--- src/rtl/logic_pkg.sv ---
// Shared types for the streaming bitwise reduction unit: the operation
// encoding seen on the op port and the controller state encoding.
package logic_pkg;

    typedef enum logic [1:0] {
        OP_AND  = 2'd0,
        OP_OR   = 2'd1,
        OP_XOR  = 2'd2,
        OP_NAND = 2'd3
    } op_e;

    typedef enum logic [1:0] {
        S_IDLE  = 2'd0,
        S_ACCUM = 2'd1,
        S_HOLD  = 2'd2
    } state_e;

endpackage

--- src/rtl/bitwise_op.sv ---
// Combinational fold step: combines the running accumulator with a new word.
// NAND folds as AND; the final inversion happens once, at the output.
module bitwise_op
    import logic_pkg::*;
#(
    parameter int WIDTH = 16
) (
    input  op_e              op,
    input  logic [WIDTH-1:0] a,
    input  logic [WIDTH-1:0] b,
    output logic [WIDTH-1:0] y
);

    // Select the bitwise function; AND is the default so NAND maps onto it.
    always_comb begin
        y = a & b;
        case (op)
            OP_OR:   y = a | b;
            OP_XOR:  y = a ^ b;
            default: y = a & b;
        endcase
    end

endmodule

--- src/rtl/logic_accum.sv ---
// Streaming bitwise reduction unit. Folds a burst of words through
// AND/OR/XOR/NAND and presents one registered result per burst.
module logic_accum
    import logic_pkg::*;
#(
    parameter int WIDTH   = 16,
    parameter int COUNT_W = 8
) (
    input  logic               clk,
    input  logic               reset_n,
    input  logic [1:0]         op,
    input  logic               in_valid,
    output logic               in_ready,
    input  logic [WIDTH-1:0]   in_data,
    input  logic               in_last,
    output logic               out_valid,
    input  logic               out_ready,
    output logic [WIDTH-1:0]   out_data,
    output logic [COUNT_W-1:0] out_count,
    output logic               busy
);

    localparam logic [COUNT_W-1:0] CNT_ONE = COUNT_W'(1);
    localparam logic [COUNT_W-1:0] CNT_MAX = '1;

    state_e             state_q, state_d;
    op_e                op_q, op_d;
    logic [WIDTH-1:0]   acc_q, acc_d;
    logic [COUNT_W-1:0] cnt_q, cnt_d;
    logic [WIDTH-1:0]   fold_res;
    logic               beat;

    // The operation applied to every beat after the first comes from the
    // latched op, so op changes mid-burst have no effect.
    bitwise_op #(
        .WIDTH(WIDTH)
    ) u_bitwise_op (
        .op(op_q),
        .a (acc_q),
        .b (in_data),
        .y (fold_res)
    );

    assign beat = in_valid && in_ready;

    // Next-state and register-update logic for the burst controller.
    always_comb begin
        state_d = state_q;
        op_d    = op_q;
        acc_d   = acc_q;
        cnt_d   = cnt_q;
        case (state_q)
            S_IDLE: begin
                if (beat) begin
                    op_d    = op_e'(op);
                    acc_d   = in_data;
                    cnt_d   = CNT_ONE;
                    state_d = in_last ? S_HOLD : S_ACCUM;
                end
            end
            S_ACCUM: begin
                if (beat) begin
                    acc_d = fold_res;
                    if (cnt_q != CNT_MAX) begin
                        cnt_d = cnt_q + CNT_ONE;
                    end
                    if (in_last) begin
                        state_d = S_HOLD;
                    end
                end
            end
            S_HOLD: begin
                if (out_ready) begin
                    state_d = S_IDLE;
                end
            end
            default: begin
                state_d = S_IDLE;
            end
        endcase
    end

    // State and datapath registers; reset discards any partial burst.
    always_ff @(posedge clk) begin
        if (!reset_n) begin
            state_q <= S_IDLE;
            op_q    <= OP_AND;
            acc_q   <= '0;
            cnt_q   <= '0;
        end else begin
            state_q <= state_d;
            op_q    <= op_d;
            acc_q   <= acc_d;
            cnt_q   <= cnt_d;
        end
    end

    // Outputs decode registered state only, so nothing on the input side
    // reaches them combinationally. Result fields read zero outside HOLD.
    assign in_ready  = (state_q != S_HOLD);
    assign out_valid = (state_q == S_HOLD);
    assign busy      = (state_q != S_IDLE);
    assign out_data  = (state_q != S_HOLD) ? '0 :
                       (op_q == OP_NAND)   ? ~acc_q : acc_q;
    assign out_count = (state_q == S_HOLD) ? cnt_q : '0;

endmodule

--- config.mk ---
export PLATFORM = sky130hd
export DESIGN_NAME = logic_accum
export DESIGN_NICKNAME = d
export VERILOG_FILES = /design/src/rtl/logic_pkg.sv /design/src/rtl/bitwise_op.sv /design/src/rtl/logic_accum.sv
export SDC_FILE = /design/constraint.sdc
export NUM_CORES = 1
export LEC_CHECK = 0
export CAP_MARGIN = 10
export CORE_MARGIN = 8
export CORE_UTILIZATION = 45
export CTS_CLUSTER_SIZE = 16
export DETAILED_ROUTE_END_ITERATION = 10
export PLACE_DENSITY = 0.74
export SETUP_SLACK_MARGIN = 0.3
export SLEW_MARGIN = 10
export SYNTH_ARGS = -nofsm -noshare
export SYNTH_HDL_FRONTEND = slang
export SYNTH_SLANG_ARGS = --single-unit
--- constraint.sdc ---
create_clock -name clk -period 1.73 [get_ports clk]
set_input_delay 0.2595 -clock clk [delete_from_list [all_inputs] [get_ports clk]]
set_output_delay 0.2595 -clock clk [all_outputs]
set_load 0.1 [all_outputs]
# After elaboration in Yosys (flattened, before gate mapping)
# Index checks and enable logic that the tools add are counted.
# classes
bitwise_logic,4
add_sub_neg,1
n_eq_ne,12
n_reduce_logical,8
n_mux,17
# ops
op,count
$mux W16,4
$pmux W16 S2,2
$mux W8,4
$and A16 B16 Y16,1
$not A16 Y16,1
$or A16 B16 Y16,1
$pmux W8 S2,1
$xor A16 B16 Y16,1
$mux W2,5
$ne A2 B2 Y1 const B,5
$add A8 B1 Y8 const B,1
$ne A8 B8 Y1 const B,1
$reduce_and A4 Y1,2
$eq A2 B2 Y1 const B,3
$pmux W2 S3,1
$eq A2 B1 Y1 const B,2
$reduce_bool A2 Y1,2
$reduce_and A3 Y1,1
$logic_not A2 Y1,1
$ne A2 B1 Y1 const B,1
$reduce_and A2 Y1,1
$logic_and A1 B1 Y1,1
# word_totals
in_bits,23
ff_bits,28
out_inout_bits,27
elab_cells,46

# Logic depth before layout (Yosys ltp)
# depth
word_depth,4
depth_mapped,8
ltp_nobuf,6

# Cells and area by module
# Synthesis repeated with hierarchy kept, for this count alone.
# hier_totals
hier_cells,326
hier_area_um2,2576.2
# by_module_without_submodules
mod,instances,cells_each,area_per_inst_um2,seq_area_each_um2
logic_accum,1,188,1557.7,560.5
bitwise_op,1,138,1018.5,0.0

# Least setup slack after synthesis
# OpenSTA, ideal clock, no wires.
# synth_timing
path_type,flip-flop to output port
startpoint,reg state_q[0]
endpoint,out out_data[10]
path_stages_with_launch,5
arrival_time_ps,2720
path_slack_ps,-1249
required_time_ps,1470
path_buffers,1
cell_sequence,dfxtp_1 -> inv_1 -> nand2_1 -> clkbuf_1 -> nor2_1
# synth_via
elab_chain_len,2
# synth_rtl
element,line_no,source
"start, declared",logic_accum.sv:26,"state_e state_q, state_d;"
"start signal, assigned",logic_accum.sv:91,state_q <= state_d;
$ne A2 B2 Y1,-,
via in_ready,logic_accum.sv:13,"output logic in_ready,"
$mux W16,logic_accum.sv:103,assign out_data = (state_q != S_HOLD) ? '0 :
"end, declared",logic_accum.sv:18,"output logic [WIDTH-1:0] out_data,"
# The timed path passes the listed nets, and every way through them passes these cells.

# Worst setup path in the final report
# layout_timing
startpoint,reg op_q[0]
endpoint,reg acc_q[1]
# layout_via
elab_chain_len,4
elab_cells_between_ends,5
cone_classes,2 x eq/ne; 3 x mux
# layout_rtl
element,line_no,source
"start, declared",logic_accum.sv:27,"op_e op_q, op_d;"
"start signal, assigned",logic_accum.sv:92,op_q <= op_d;
$eq A2 B2 Y1 / $eq A2 B1 Y1 (equally long branches),bitwise_op.sv:17,case (op)
$pmux W16 S2 *,bitwise_op.sv:17,
$mux W16 *,logic_accum.sv:62,if (beat) begin
$pmux W16 S2 *,logic_accum.sv:52,case (state_q)
"end signal, assigned",logic_accum.sv:88,acc_q <= '0;
"end signal, assigned",logic_accum.sv:93,acc_q <= acc_d;
"end, declared",logic_accum.sv:28,"logic [WIDTH-1:0] acc_q, acc_d;"
# Every way passes the cells marked *; elsewhere a longest branch is shown, timed or not. The select of a mux whose other input is x is not followed.
# A chain may end at the register's enable or synchronous reset.

==> metrics <==
peak supply drop 0.492 mV; crit path time final 1760 ps; largest family of logic cells by synthesized area compound AO/OA/AOI/OAI gates; RSZ-0062 raised after global routing yes; Top delay family on crit path buffers and inverters; syn_nets ~380; full die area between 8000 and 9000 µm²; clk slew on worst S/H paths 100 ps; Tot GR Track Use 19.1%; Core Rows 27; Finish-stage setup viols 6; worst r2r src op_q[0]$_SDFFE_PN0P_; vias per std cell just under 6; layout cells sized above 1 39.0%; kind of critical path reg -> reg; PwrDens between 500 and 600 nW/µm²; crit start category register; Hold Buf Count CTS 0; final hold vios 0; DR WL met3 between 500 and 600 µm; # nets final 450; synth top area cells dfxtp_1 (23%), ha_1 (18%), inv_1 (7.9%); setup slack at placement -52.6 ps; Fmax 0.569 GHz; Final GP Congestion between 0.8 and 0.9; first-pass GRT wire length between 10,000 and 15,000 µm; Synth Area in Compound Gates roughly 25%; Avg WL per Cell between 15 and 20 µm; max-slew violations 0; Worst EP arrival roughly 2000 ps; DRC Markers 0; setup TNS -46.3 ps; Starting DRT DRC Count roughly 160; PortBufs between 40 and 50; Antenna Violating Nets Remaining 0; DRT Pass-1 Iters 4; CTS tree built; routed wl met2 between 4000 and 5000 µm; r2r worst-path depth 7; critical path depth 7; highest routed layer met4; WP data required between 1500 and 2000 ps; height of the die ~90 µm; synth cell count leaders inv_1 (52), ha_1 (36), nor2_1 (35), dfxtp_1 (28); MaxCap Viol Count 0; Top FF cell, synth dfxtp_1; I/O pin total 50; crit path cell chain buf_4 -> inv_4 -> ha_4 -> bufbuf_16 -> a221oi_2 -> o32a_1 -> a21oi_1; failing checks negative setup slack; M1 wire length 3510 µm; remaining global-route overflow 0; Relative slew margins 71.6%; largest net degree at the start of global routing 29; Synth top area share 22.6%; clk_skew just over 6 ps; Final WS setup -27.5 ps; EDFF count, synth 0; critical path's largest stage delay between 300 and 400 ps; largest area contributor in the synthesized netlist dfxtp_1; multiplexer share of the synthesized area 0%; hpwl dp 4780 µm; Synth Warn # 0; clk root buf clkbuf_8; synth-to-layout area growth 74.5%; Via Count 2,693; Skew-Pair Late Insertion Delay between 200 and 300 ps; drt total wl between 9000 and 10,000 µm; Syn Std Cell Area around 2500 µm²; CP max FO 4; CTS HTree Levels 1; initial antenna violation count 0; xor and xnor area share after synthesis between 5 and 6%; simple-gate share of the synthesized area approximately 15%; slew at the pin closest to its max-slew limit around 420 ps; Clock Sinks 28; #FFs+latches synth 28; Ant. Diodes 0; Final Cycle Share 102%; CP Capture Type register; CTS buffer count 3; Crit. Startpoint op_q[0]$_SDFFE_PN0P_; filler instances slightly above 300; DIE WIDTH 90.2 µm; Pleak 0.00176 µW; CORE AREA about 5400 µm²; Post-Synthesis Cells between 300 and 400; post-synthesis sequential area ratio 22.6%; Synth cell types 42; CTS Buffer Depth 2; Initial Util between 40% and 50%; adder-cell share of the synthesized area 18.2%; Worst path slowest cell dfxtp_4; async set or reset register ratio after synthesis 0%; Mapped Avg Cell Area between 7 and 8 µm²; Reg-to-Reg End acc_q[1]$_SDFFE_PN0P_; Buf/Inv on CP 3; reg2reg setup slack -30 ps; vias in the first global route between 2,000 and 3,000; status complete, but fails checks; Worst Hold Class in -> reg; most numerous cell in the Yosys netlist inv_1; crit path capture acc_q[1]$_SDFFE_PN0P_
## power by group
group	internal, µW	switching (µW)	total [µW]	leakage (µW)
Clock	205	222	426	0.0000288
Combinational	495	552	1050	0.00150
Sequential	682	51.5	734	0.000235
Total	1380	825	2210	0.00176
## tightest hold or removal path: stages
cell            delay, ps
dlymetal6s2s_1        220
nor2_1                140
nor4bb_1               60
## kinds of logic after synthesis
kind of cell | count (synthesis)
AO/OA/AOI/OAI | 86
flip-flops | 28
adder cells (fa/ha/maj) | 36
AND/OR/NAND/NOR | 76
XOR/XNOR | 16
buffers and inverters | 76
## routing by layer
layer | vias up | GRT usage (%)
met2 | 134 | 32.9
li1 | 1232 | -
met5 | - | 0
met4 | 0 | 9.29
met1 | 1292 | 21.8
met3 | 35 | 3.99
## state kept, by name, summed over array words and instances, names as in the netlist
signal,flops
acc_q,16
cnt_q,8
op_q,2
state_q,2
## worst min-delay path by stage
stage / startpoint / end / cells past startpoint / slack, ps
floorplan: op[0] / op_q[0]$_SDFFE_PN0P_ / 2 / 420
global placement: cnt_q[1]$_SDFFE_PN0P_ / cnt_q[1]$_SDFFE_PN0P_ / 2 / 510
detailed placement: cnt_q[1]$_SDFFE_PN0P_ / cnt_q[1]$_SDFFE_PN0P_ / 2 / 520
CTS: op[1] / op_q[1]$_SDFFE_PN0P_ / 3 / 590
global route: in_valid / state_q[0]$_SDFFE_PN0P_ / 3 / 460
finish: in_valid / state_q[0]$_SDFFE_PN0P_ / 3 / 430
## cell usage in the layout (no fill, tap or decap), types with 2 or more instances in the layout
| master | Yosys | final |
|---|---|---|
| buf_16 | 0 | 2 |
| nand3_1 | 4 | 3 |
| ha_1 | 36 | 32 |
| buf_6 | 3 | 6 |
| ha_4 | 0 | 4 |
| xnor2_4 | 0 | 8 |
| dfxtp_4 | 0 | 6 |
| nor2b_1 | 4 | 2 |
| o21ai_2 | 0 | 2 |
| clkdlybuf4s50_1 | 0 | 21 |
| and2_4 | 0 | 8 |
| xnor2_2 | 0 | 8 |
| buf_4 | 2 | 24 |
| and3_1 | 5 | 5 |
| buf_12 | 0 | 33 |
| o21ai_0 | 21 | 19 |
| dfxtp_1 | 28 | 22 |
| clkbuf_8 | 0 | 4 |
| nor2b_4 | 0 | 2 |
| a21oi_2 | 0 | 4 |
| nor2_1 | 35 | 19 |
| nor2_4 | 0 | 16 |
| a21boi_1 | 0 | 2 |
| nand2_1 | 8 | 7 |
| a221oi_2 | 0 | 4 |
| a221oi_1 | 15 | 11 |
| clkinvlp_4 | 0 | 2 |
| inv_1 | 52 | 48 |
| o32a_1 | 14 | 14 |
| nand2b_4 | 1 | 2 |
| a21oi_1 | 21 | 17 |
## per-stage QoR
stage                     area, µm²  hold slack, ps  std cells  util, %  total power, µW
after floorplan                2890             420        318        -             1320
after detailed placement       3720             516        435     68.8             1550
after global placement         3720             514        435     68.8             1530
final                          4320             433        462     80.0             2210
after global routing           4320             462        462     80.0             2310
after CTS                      4120             585        456     76.3             2090
## layout make-up
| class | instances | area [µm²] | share of cell area (%) |
|---|---|---|---|
| multi-input combinational | 215 | 2120 | 49.1 |
| timing repair inverter | 1 | 7.51 | 0.174 |
| sequential | 28 | 583 | 13.5 |
| timing repair buffer | 89 | 1240 | 28.8 |
| inverter | 53 | 223 | 5.15 |
| tap | 72 | 90.1 | 2.08 |
| clock buffer | 4 | 55.1 | 1.27 |
## timing repair
| action | in CTS | in global routing |
|---|---|---|
| resized for setup | 34 | 28 |
| setup buffers | 14 | 4 |
| setup endpoints to repair | 50 | 51 |
| pin swaps | 12 | 10 |
| cloned | 3 | 2 |
No activity file was read; power rests on OpenSTA's default activity.
